$ cat config.mk
export PLATFORM = sky130hd
export DESIGN_NAME = svnet_fifo_upsizer
export DESIGN_NICKNAME = d
export VERILOG_FILES = /design/src/rtl/svnet_fifo_upsizer.sv
export SDC_FILE = /design/constraint.sdc
export NUM_CORES = 1
export LEC_CHECK = 0
export CORE_ASPECT_RATIO = 1.1
export CORE_UTILIZATION = 25
export DETAILED_ROUTE_END_ITERATION = 6
export HOLD_SLACK_MARGIN = 0.1
export SYNTH_ARGS = -nofsm -noshare
export SYNTH_HDL_FRONTEND = slang
export SYNTH_SLANG_ARGS = --single-unit
$ cat constraint.sdc
create_clock -name clk -period 1.8 [get_ports clk]
set_input_delay 0.45 -clock clk [delete_from_list [all_inputs] [get_ports clk]]
set_output_delay 0.45 -clock clk [all_outputs]
set_load 0.02 [all_outputs]
$ cat src/rtl/svnet_fifo_upsizer.sv
// Packs RATIO narrow words popped from an upstream FIFO into one wide word written downstream.
// Lane 0 lands in the LSBs; a flush pulse emits a partial word with its valid-lane count.
module svnet_fifo_upsizer #(
  parameter int unsigned IN_WIDTH  = 8,
  parameter int unsigned RATIO     = 4,
  parameter int unsigned IN_DEPTH  = 1,
  parameter int unsigned OUT_DEPTH = 1
) (
  input  logic                          clk,
  input  logic                          rst_n,
  input  logic [$clog2(IN_DEPTH):0]     i_in_used_space,
  input  logic [IN_WIDTH-1:0]           i_in_read_data,
  output logic                          o_in_read,
  input  logic [$clog2(OUT_DEPTH):0]    i_out_free_space,
  output logic                          o_out_write,
  output logic [IN_WIDTH*RATIO-1:0]     o_out_write_data,
  output logic [$clog2(RATIO):0]        o_out_write_count,
  input  logic                          i_flush,
  output logic                          o_busy
);

  localparam int unsigned CntW = $clog2(RATIO) + 1;
  localparam int unsigned IdxW = (RATIO > 1) ? $clog2(RATIO) : 1;

  logic [RATIO-1:0][IN_WIDTH-1:0] r_acc;
  logic [CntW-1:0]                r_cnt;
  logic                           r_flush_pending;

  logic                           w_full;
  logic                           w_emit;
  logic                           w_read;
  logic [CntW-1:0]                w_base;
  logic [IdxW-1:0]                w_idx;
  logic [RATIO-1:0][IN_WIDTH-1:0] w_data;

  assign w_full = (r_cnt == CntW'(RATIO));
  assign w_emit = rst_n && (w_full || (r_flush_pending && (r_cnt != '0)))
                  && (i_out_free_space != '0);
  // Reading while full is allowed only when the emit frees the slot in the same cycle.
  assign w_read = rst_n && (i_in_used_space != '0) && !r_flush_pending
                  && (!w_full || w_emit);
  assign w_base = w_emit ? '0 : r_cnt;
  assign w_idx  = w_base[IdxW-1:0];

  always_comb begin
    w_data = '0;
    for (int k = 0; k < int'(RATIO); k++) begin
      if (CntW'(k) < r_cnt) w_data[k] = r_acc[k];
    end
  end

  always_ff @(posedge clk) begin
    if (!rst_n) begin
      r_acc           <= '0;
      r_cnt           <= '0;
      r_flush_pending <= 1'b0;
    end else begin
      if (w_emit) r_acc <= '0;
      if (w_read) r_acc[w_idx] <= i_in_read_data;
      r_cnt <= w_read ? (w_base + CntW'(1)) : w_base;
      // Pulses seen while a flush is already pending are absorbed.
      if (r_flush_pending) r_flush_pending <= !(w_emit || (r_cnt == '0));
      else                 r_flush_pending <= i_flush;
    end
  end

  assign o_in_read         = w_read;
  assign o_out_write       = w_emit;
  assign o_out_write_data  = w_data;
  assign o_out_write_count = r_cnt;
  assign o_busy            = (r_cnt != '0) || r_flush_pending;

endmodule

==> results of run 1 <==
synthesized netlist by cell type (2+ instances only):
library cell  instances
o22ai_1              24
o31ai_1               9
and2_1                9
o21ai_0              24
nor2_1                3
buf_2                 5
xnor2_1               2
clkbuf_1             10
buf_4                 4
nor3b_1               2
nor2b_1              26
dfxtp_1              36
nand2_1              10
o22ai_2               8
nand2b_1              2
inv_1                 2
cell type report:
class	instances	area share (%)
multi-input cells	137	37.0
repair buffers	90	28.2
flip-flops and latches	36	27.3
well taps	82	3.84
clock buffers	5	2.57
clock inverters	3	0.702
inverters	3	0.421
worst paths after layout:
check	from	endpoint	slack [ns]	depth (start not counted)
setup reg to reg	o_out_write_count[0]	r_acc[23]	0.18	6
setup / recovery	o_out_write_count[2]	o_out_write_data[2]	-0.03	6
hold reg to reg	r_acc[9]	r_acc[9]	0.48	2
hold / removal	r_acc[9]	r_acc[9]	0.48	2
power by group through the flow:
| stage | Clock (uW) | Combinational, uW | Sequential, uW |
|---|---|---|---|
| floorplan | 0 | 172 | 850 |
| global placement | 0 | 319 | 854 |
| detailed placement | 0 | 319 | 854 |
| CTS | 575 | 330 | 838 |
| global route | 613 | 384 | 840 |
| finish | 552 | 357 | 837 |
worst max-delay path: stages, from the launching register on:
cell and delay [ns]:
dfxtp_2 0.34, buf_6 0.12, nor3_4 0.22, buf_6 0.15, buf_6 0.09, nor2b_1 0.04
buf_4 0.15
timing repair:
action                                  4_1_cts  5_1_grt
endpoints found under the setup margin       48       35
pin swaps                                     1        5
buffers inserted                              5        5
gates resized for setup                     119       38
hold buffers                                  0        0
endpoints found under the hold margin         0        0
metrics by stage:
step / power, uW / instances
2_1_floorplan: 1020 / 197
3_3_place_gp: 1170 / 339
3_5_place_dp: 1170 / 339
4_1_cts: 1740 / 352
5_1_grt: 1840 / 356
6_report: 1750 / 356
flip-flops by register name, indices dropped and copies added (netlist names):
signal             flops
r_acc                 32
o_out_write_count      3
r_flush_pending        1
layer usage:
metal  vias to the layer above  GRT usage, %  routed length, um
li1                        867             -                  -
met1                       815          19.4               2200
met2                        53          22.2               2490
met3                         2          2.54                275
met4                         0          2.63                 21
met5                         -             0                  0
logic make-up after synthesis:
family,Yosys count
DFF,36
AOI/OAI and AO/OA,74
xor gates and xnor gates,2
and+or+nand+nor,61
buffers and inverters,24
==> impl_metrics.csv, run 1 <==
group,metric,value,unit
worst_setup_path,worstPathRequired,1.35,ns
pwr,internal_power,1270,uW
synthesis,synth_top_area_share,40.9,%
floorplanning,fp-row-count,31,
global_routing,grt_max_degree,28,
floorplanning,dieArea,7380,um^2
pwr,seq_power_share,47.9,%
timing,fin_crit,1.83,ns
layout,diodes,0,
placement,port-buffer-count,50,
placement,dpl.hpwl,3550,um
synthesis,synth_simple_gate_area_share,21.0,%
pwr,vdd_drop_max,0.295,mV
floorplanning,coreArea,6710,um^2
layout,multi_input_area,988,um^2
routing,drc,0,
placement,place.gp.congestion,0.780,
clock_network,cts_buffers,5,
timing,hold_viol,0,
routing,drt_iter0_markers,79,
synthesis,synth_top_family_by_area,"compound AO/OA/AOI/OAI gates",
worst_setup_path,endpoint_kind,"primary output",
synthesis,yosys-top-cells-area,"dfxtp_1 41%, nor2b_1 9.2%, o22ai_1 8.5%",
pwr,p_leak,0.00102,uW
timing,worst_slack,-0.0347,ns
synthesis,ys.flop_type,"dfxtp_1",
placement,placement.cell_area,2530,um^2
layout,final_cell_mix,"35 x buf_4, 33 x dfxtp_1, 24 x o21ai_0, 24 x o22ai_1, 17 x nor2b_1",
synthesis,yosysTopAreaCell,"dfxtp_1",
synthesis,synth_fa_ha_area_share,0,%
timing,setup_violations,12,
synthesis,synth-compound-area-share,30.3,%
layout,fin_util,39.8,%
synthesis,synthCells,197,
clock_network,clkSinkCount,36,
worst_setup_path,worst-setup-path-type,"flip-flop to primary output",
clock_network,clkSlewWorstSetupHoldPaths,0.07,ns
clock_network,htreeDepth,2,
routing,viasPerCell,4.88,
global_routing,antenna_found_initial,0,
clock_network,clk_latency,0.28,ns
layout,fin_nets,286,
synthesis,synth_edf_count,0,
synthesis,synthArstFlopShare,0,%
layout,fin_area,2670,um^2
routing,drtPass1Iterations,4,
timing,fmax,545,MHz
synthesis,synthMuxAreaShare,0,%
layout,nFillCells,700,
clock_network,cts_tree,"done",
timing,setup_tns,-0.340,ns
synthesis,syn_area,1760,um^2
routing,ant_nets,0,
timing,period_share,102,%
clock_network,clockRootBuffer,"clkbuf_8",
layout,register_area,729,um^2
routing,vias,1737,
global_routing,grt_pass1_vias,1549,
global_routing,overflow,0,
timing,relSlewSlack,79.2,%
synthesis,synth.net_count,210,
pwr,p_per_area,654,nW/um^2
global_routing,grt_pass1_wl,7980,um
clock_network,clk_path_buf_depth,2,
synthesis,synth-seq-area-share,40.9,%
run,max_cap_violations,0,
synthesis,netlist-cell-type-count,37,
layout,area_delta_synth_final,51.8,%
worst_setup_path,worstPathArrival,1.38,ns
worst_setup_path,path_max_fanout,5,
layout,layout_commonest_cell,"buf_4",
placement,dp_slack,-0.674,ns
synthesis,synth_xor_area_share,0.995,%
outcome,violations,"setup timing",
floorplanning,die_h,90.0,um
pwr,power_switching,479,uW
floorplanning,die_w,82.0,um
outcome,status,"finished, violations left",
worst_setup_path,start_kind,"flip-flop",
floorplanning,initial_utilization,26.2,%
layout,drive_above_1_share,40.9,%
pwr,switching_share,27.4,%
synthesis,ys_warn_count,0,
timing,finalMaxSlewViolations,0,
pwr,pwr-share-clk,31.6,%
routing,wl,4990,um
routing,routedWlPerCell,14.0,um
pwr,p_comb_share,20.5,%
global_routing,grt_use_total,13.9,%
min_path,hold_path.class,"flip-flop to flip-flop",
synthesis,ys_ff_latch,36,
floorplanning,io_pins,51,
timing,rsz0062_at_grt,"yes",
timing,whs,0.484,ns
timing,finClkSkew,0.00469,ns
timing,worst_slew_pin_slew,0.311,ns
synthesis,syn_avg_cell_area,8.94,um^2
Note: power is estimated with default switching activity, not from simulation.
==> run 2: changes to the inputs <==
- PLACE_DENSITY: default -> 0.52
==> run 2 against run 1 <==
  * The run still ends with setup timing left
  * Via count down 4.2%
  * Sequential power about the same
  * Clock skew barely moved
  * Total power shrank 1.6%
  * Cell count shrank 1.7%
  * Critical path type unchanged
  * Count of clock-buffer cells in the layout grew 1
==> impl_metrics.csv, run 2 (synthesized netlist as in run 1, its figures left out) <==
group,metric,value,unit
placement,placement.cell_area,2540,um^2
layout,nFillCells,699,
placement,dpl.hpwl,3620,um
routing,drtPass1Iterations,4,
global_routing,antenna_found_initial,0,
timing,setup_tns,-0.159,ns
timing,worst_slew_pin_slew,0.308,ns
global_routing,grt_max_degree,34,
layout,register_area,729,um^2
layout,largest_reg_flops,32,
pwr,p_leak,0.00100,uW
worst_setup_path,r2r-start,"r_flush_pending",
min_path,hold_end,"r_acc[21]",
timing,whs,0.488,ns
timing,relSlewSlack,79.5,%
pwr,p_comb_share,19.5,%
global_routing,grt_pass1_wl,8140,um
timing,worst_slack,-0.0257,ns
timing,fin_crit,1.83,ns
worst_setup_path,worst-setup-path-type,"flip-flop to primary output",
worst_setup_path,critPathTopFamily,"buffers and inverters",
floorplanning,coreArea,6710,um^2
clock_network,htreeDepth,2,
worst_setup_path,worstPathRequired,1.35,ns
timing,finalMaxSlewViolations,0,
timing,period_share,101,%
floorplanning,die_h,90.0,um
floorplanning,initial_utilization,26.2,%
pwr,vdd_drop_max,0.345,mV
layout,multi_input_area,1000,um^2
routing,drt_iter0_markers,127,
clock_network,cts_tree,"done",
layout,largest-register,"r_acc",
worst_setup_path,cp_slowest_stage_delay,0.34,ns
clock_network,hold_buffers,0,
pwr,switching_share,27.5,%
placement,place.gp.congestion,0.743,
worst_setup_path,path_max_fanout,8,
timing,fmax,548,MHz
clock_network,clk_path_buf_depth,2,
layout,diodes,0,
pwr,internal_power,1250,uW
routing,routedWlPerCell,14.5,um
worst_setup_path,path_cells,"buf_6 -> nor3_4 -> buf_6 -> buf_12 -> nor2b_1 -> buf_4",
worst_setup_path,r2r_cells,6,
routing,viasPerCell,4.75,
placement,port-buffer-count,50,
global_routing,grt_use_total,14.4,%
min_path,holdPathStages,2,
floorplanning,die_w,82.0,um
clock_network,clkSinkCount,36,
clock_network,cts_buffers,5,
clock_network,clkSlewWorstSetupHoldPaths,0.07,ns
layout,drive_above_1_share,39.9,%
pwr,seq_power_share,48.9,%
layout,final_cell_mix,"35 x buf_4, 33 x dfxtp_1, 24 x o21ai_0, 24 x o22ai_1, 18 x nor2b_1",
worst_setup_path,path_common_cell,"buf_6",
min_path,hold_path.class,"flip-flop to flip-flop",
timing,hold_viol,0,
global_routing,grt_pass1_vias,1653,
worst_setup_path,worstPathArrival,1.38,ns
worst_setup_path,r2r_slack,0.17,ns
layout,area_delta_synth_final,47.8,%
pwr,pwr-share-clk,31.6,%
routing,wl,5080,um
floorplanning,fp-row-count,31,
layout,fin_area,2600,um^2
worst_setup_path,r2r-end,"r_acc[16]",
worst_setup_path,endpoint_kind,"primary output",
outcome,violations,"setup timing",
routing,ant_nets,0,
floorplanning,io_pins,51,
layout,fin_nets,281,
worst_setup_path,start_kind,"flip-flop",
outcome,status,"finished, violations left",
timing,rsz0062_at_grt,"yes",
min_path,min_from,"r_acc[21]",
routing,vias,1664,
worst_setup_path,cp_num_buf_inv,4,
clock_network,clockRootBuffer,"clkbuf_8",
clock_network,clk_latency,0.28,ns
timing,finClkSkew,0.00481,ns
timing,setup_violations,8,
floorplanning,dieArea,7380,um^2
global_routing,overflow,0,
pwr,power_switching,472,uW
worst_setup_path,cpMaxStageDelayCell,"dfxtp_2",
pwr,p_per_area,661,nW/um^2
layout,layout_commonest_cell,"buf_4",
routing,drc,0,
run,max_cap_violations,0,
[run 2: cell types whose count changed in the layout (fill, tap and decap cells not counted), sizes merged]
cell | previous run | this run
buf | 60 | 58
clkbuf | 10 | 15
clkdlybuf4s15 | 11 | 4
clkinv | 3 | 1
dlygate4sd2 | 4 | 3
dlymetal6s2s | 0 | 1
[run 2: final cells by class]
type	instances	share of cell area [%]
repair buffers	85	26.0
inverters	3	0.433
well taps	82	3.94
multi-input cells	137	38.6
flip-flops and latches	36	28.0
clock buffers	6	2.79
clock inverters	1	0.192
[run 2: per-stage QoR]
step                utilization [%]  instances  power [uW]  worst slack, ns
finish                         38.8        350        1720          -0.0257
global route                   38.8        350        1800          -0.0836
CTS                            39.0        348        1700           -0.128
detailed placement             37.8        340        1170           -0.684
global placement               37.8        340        1170           -0.668
floorplan                         -        197        1020        -0.000100
[run 2: worst max-delay path by stage]
stage               cells past startpoint             endpoint            startpoint  slack, ns
floorplan                               4            o_in_read  o_out_write_count[1]    -0.0001
global placement                        5          o_out_write      i_out_free_space      -0.67
detailed placement                      5          o_out_write      i_out_free_space      -0.68
CTS                                     5               o_busy  o_out_write_count[1]      -0.13
global route                            6  o_out_write_data[5]  o_out_write_count[2]      -0.08
finish                                  6  o_out_write_data[0]  o_out_write_count[2]      -0.03
[run 2: worst register-to-register path, cell delays in order, from the launching register on]
cell       delay, ns
dfxtp_1         0.37
buf_4           0.16
buf_4           0.15
nand4bb_4       0.20
buf_4           0.18
or2_1           0.32
o22ai_1         0.19
[run 2: power groups by stage]
stage                     sequential, uW  clock (uW)  combinational (uW)
after floorplan                      850           0                 172
after global placement               855           0                 312
after detailed placement             855           0                 312
after CTS                            839         551                 311
after global routing                 843         600                 361
final                                840         543                 335
[run 2: routing by layer]
| layer | global-route usage [%] | part of all wire, % |
|---|---|---|
| met1 | 18.9 | 45 |
| met2 | 22.6 | 48 |
| met3 | 4.26 | 5.7 |
| met4 | 3.51 | 1.2 |
| met5 | 0 | 0 |
[run 2: what timing repair did]
action	in CTS	in global routing
endpoints found under the setup margin	46	43
resized for setup	124	35
endpoints found under the hold margin	0	0
buffers inserted	1	2
cloned	0	0
pin swaps	2	2
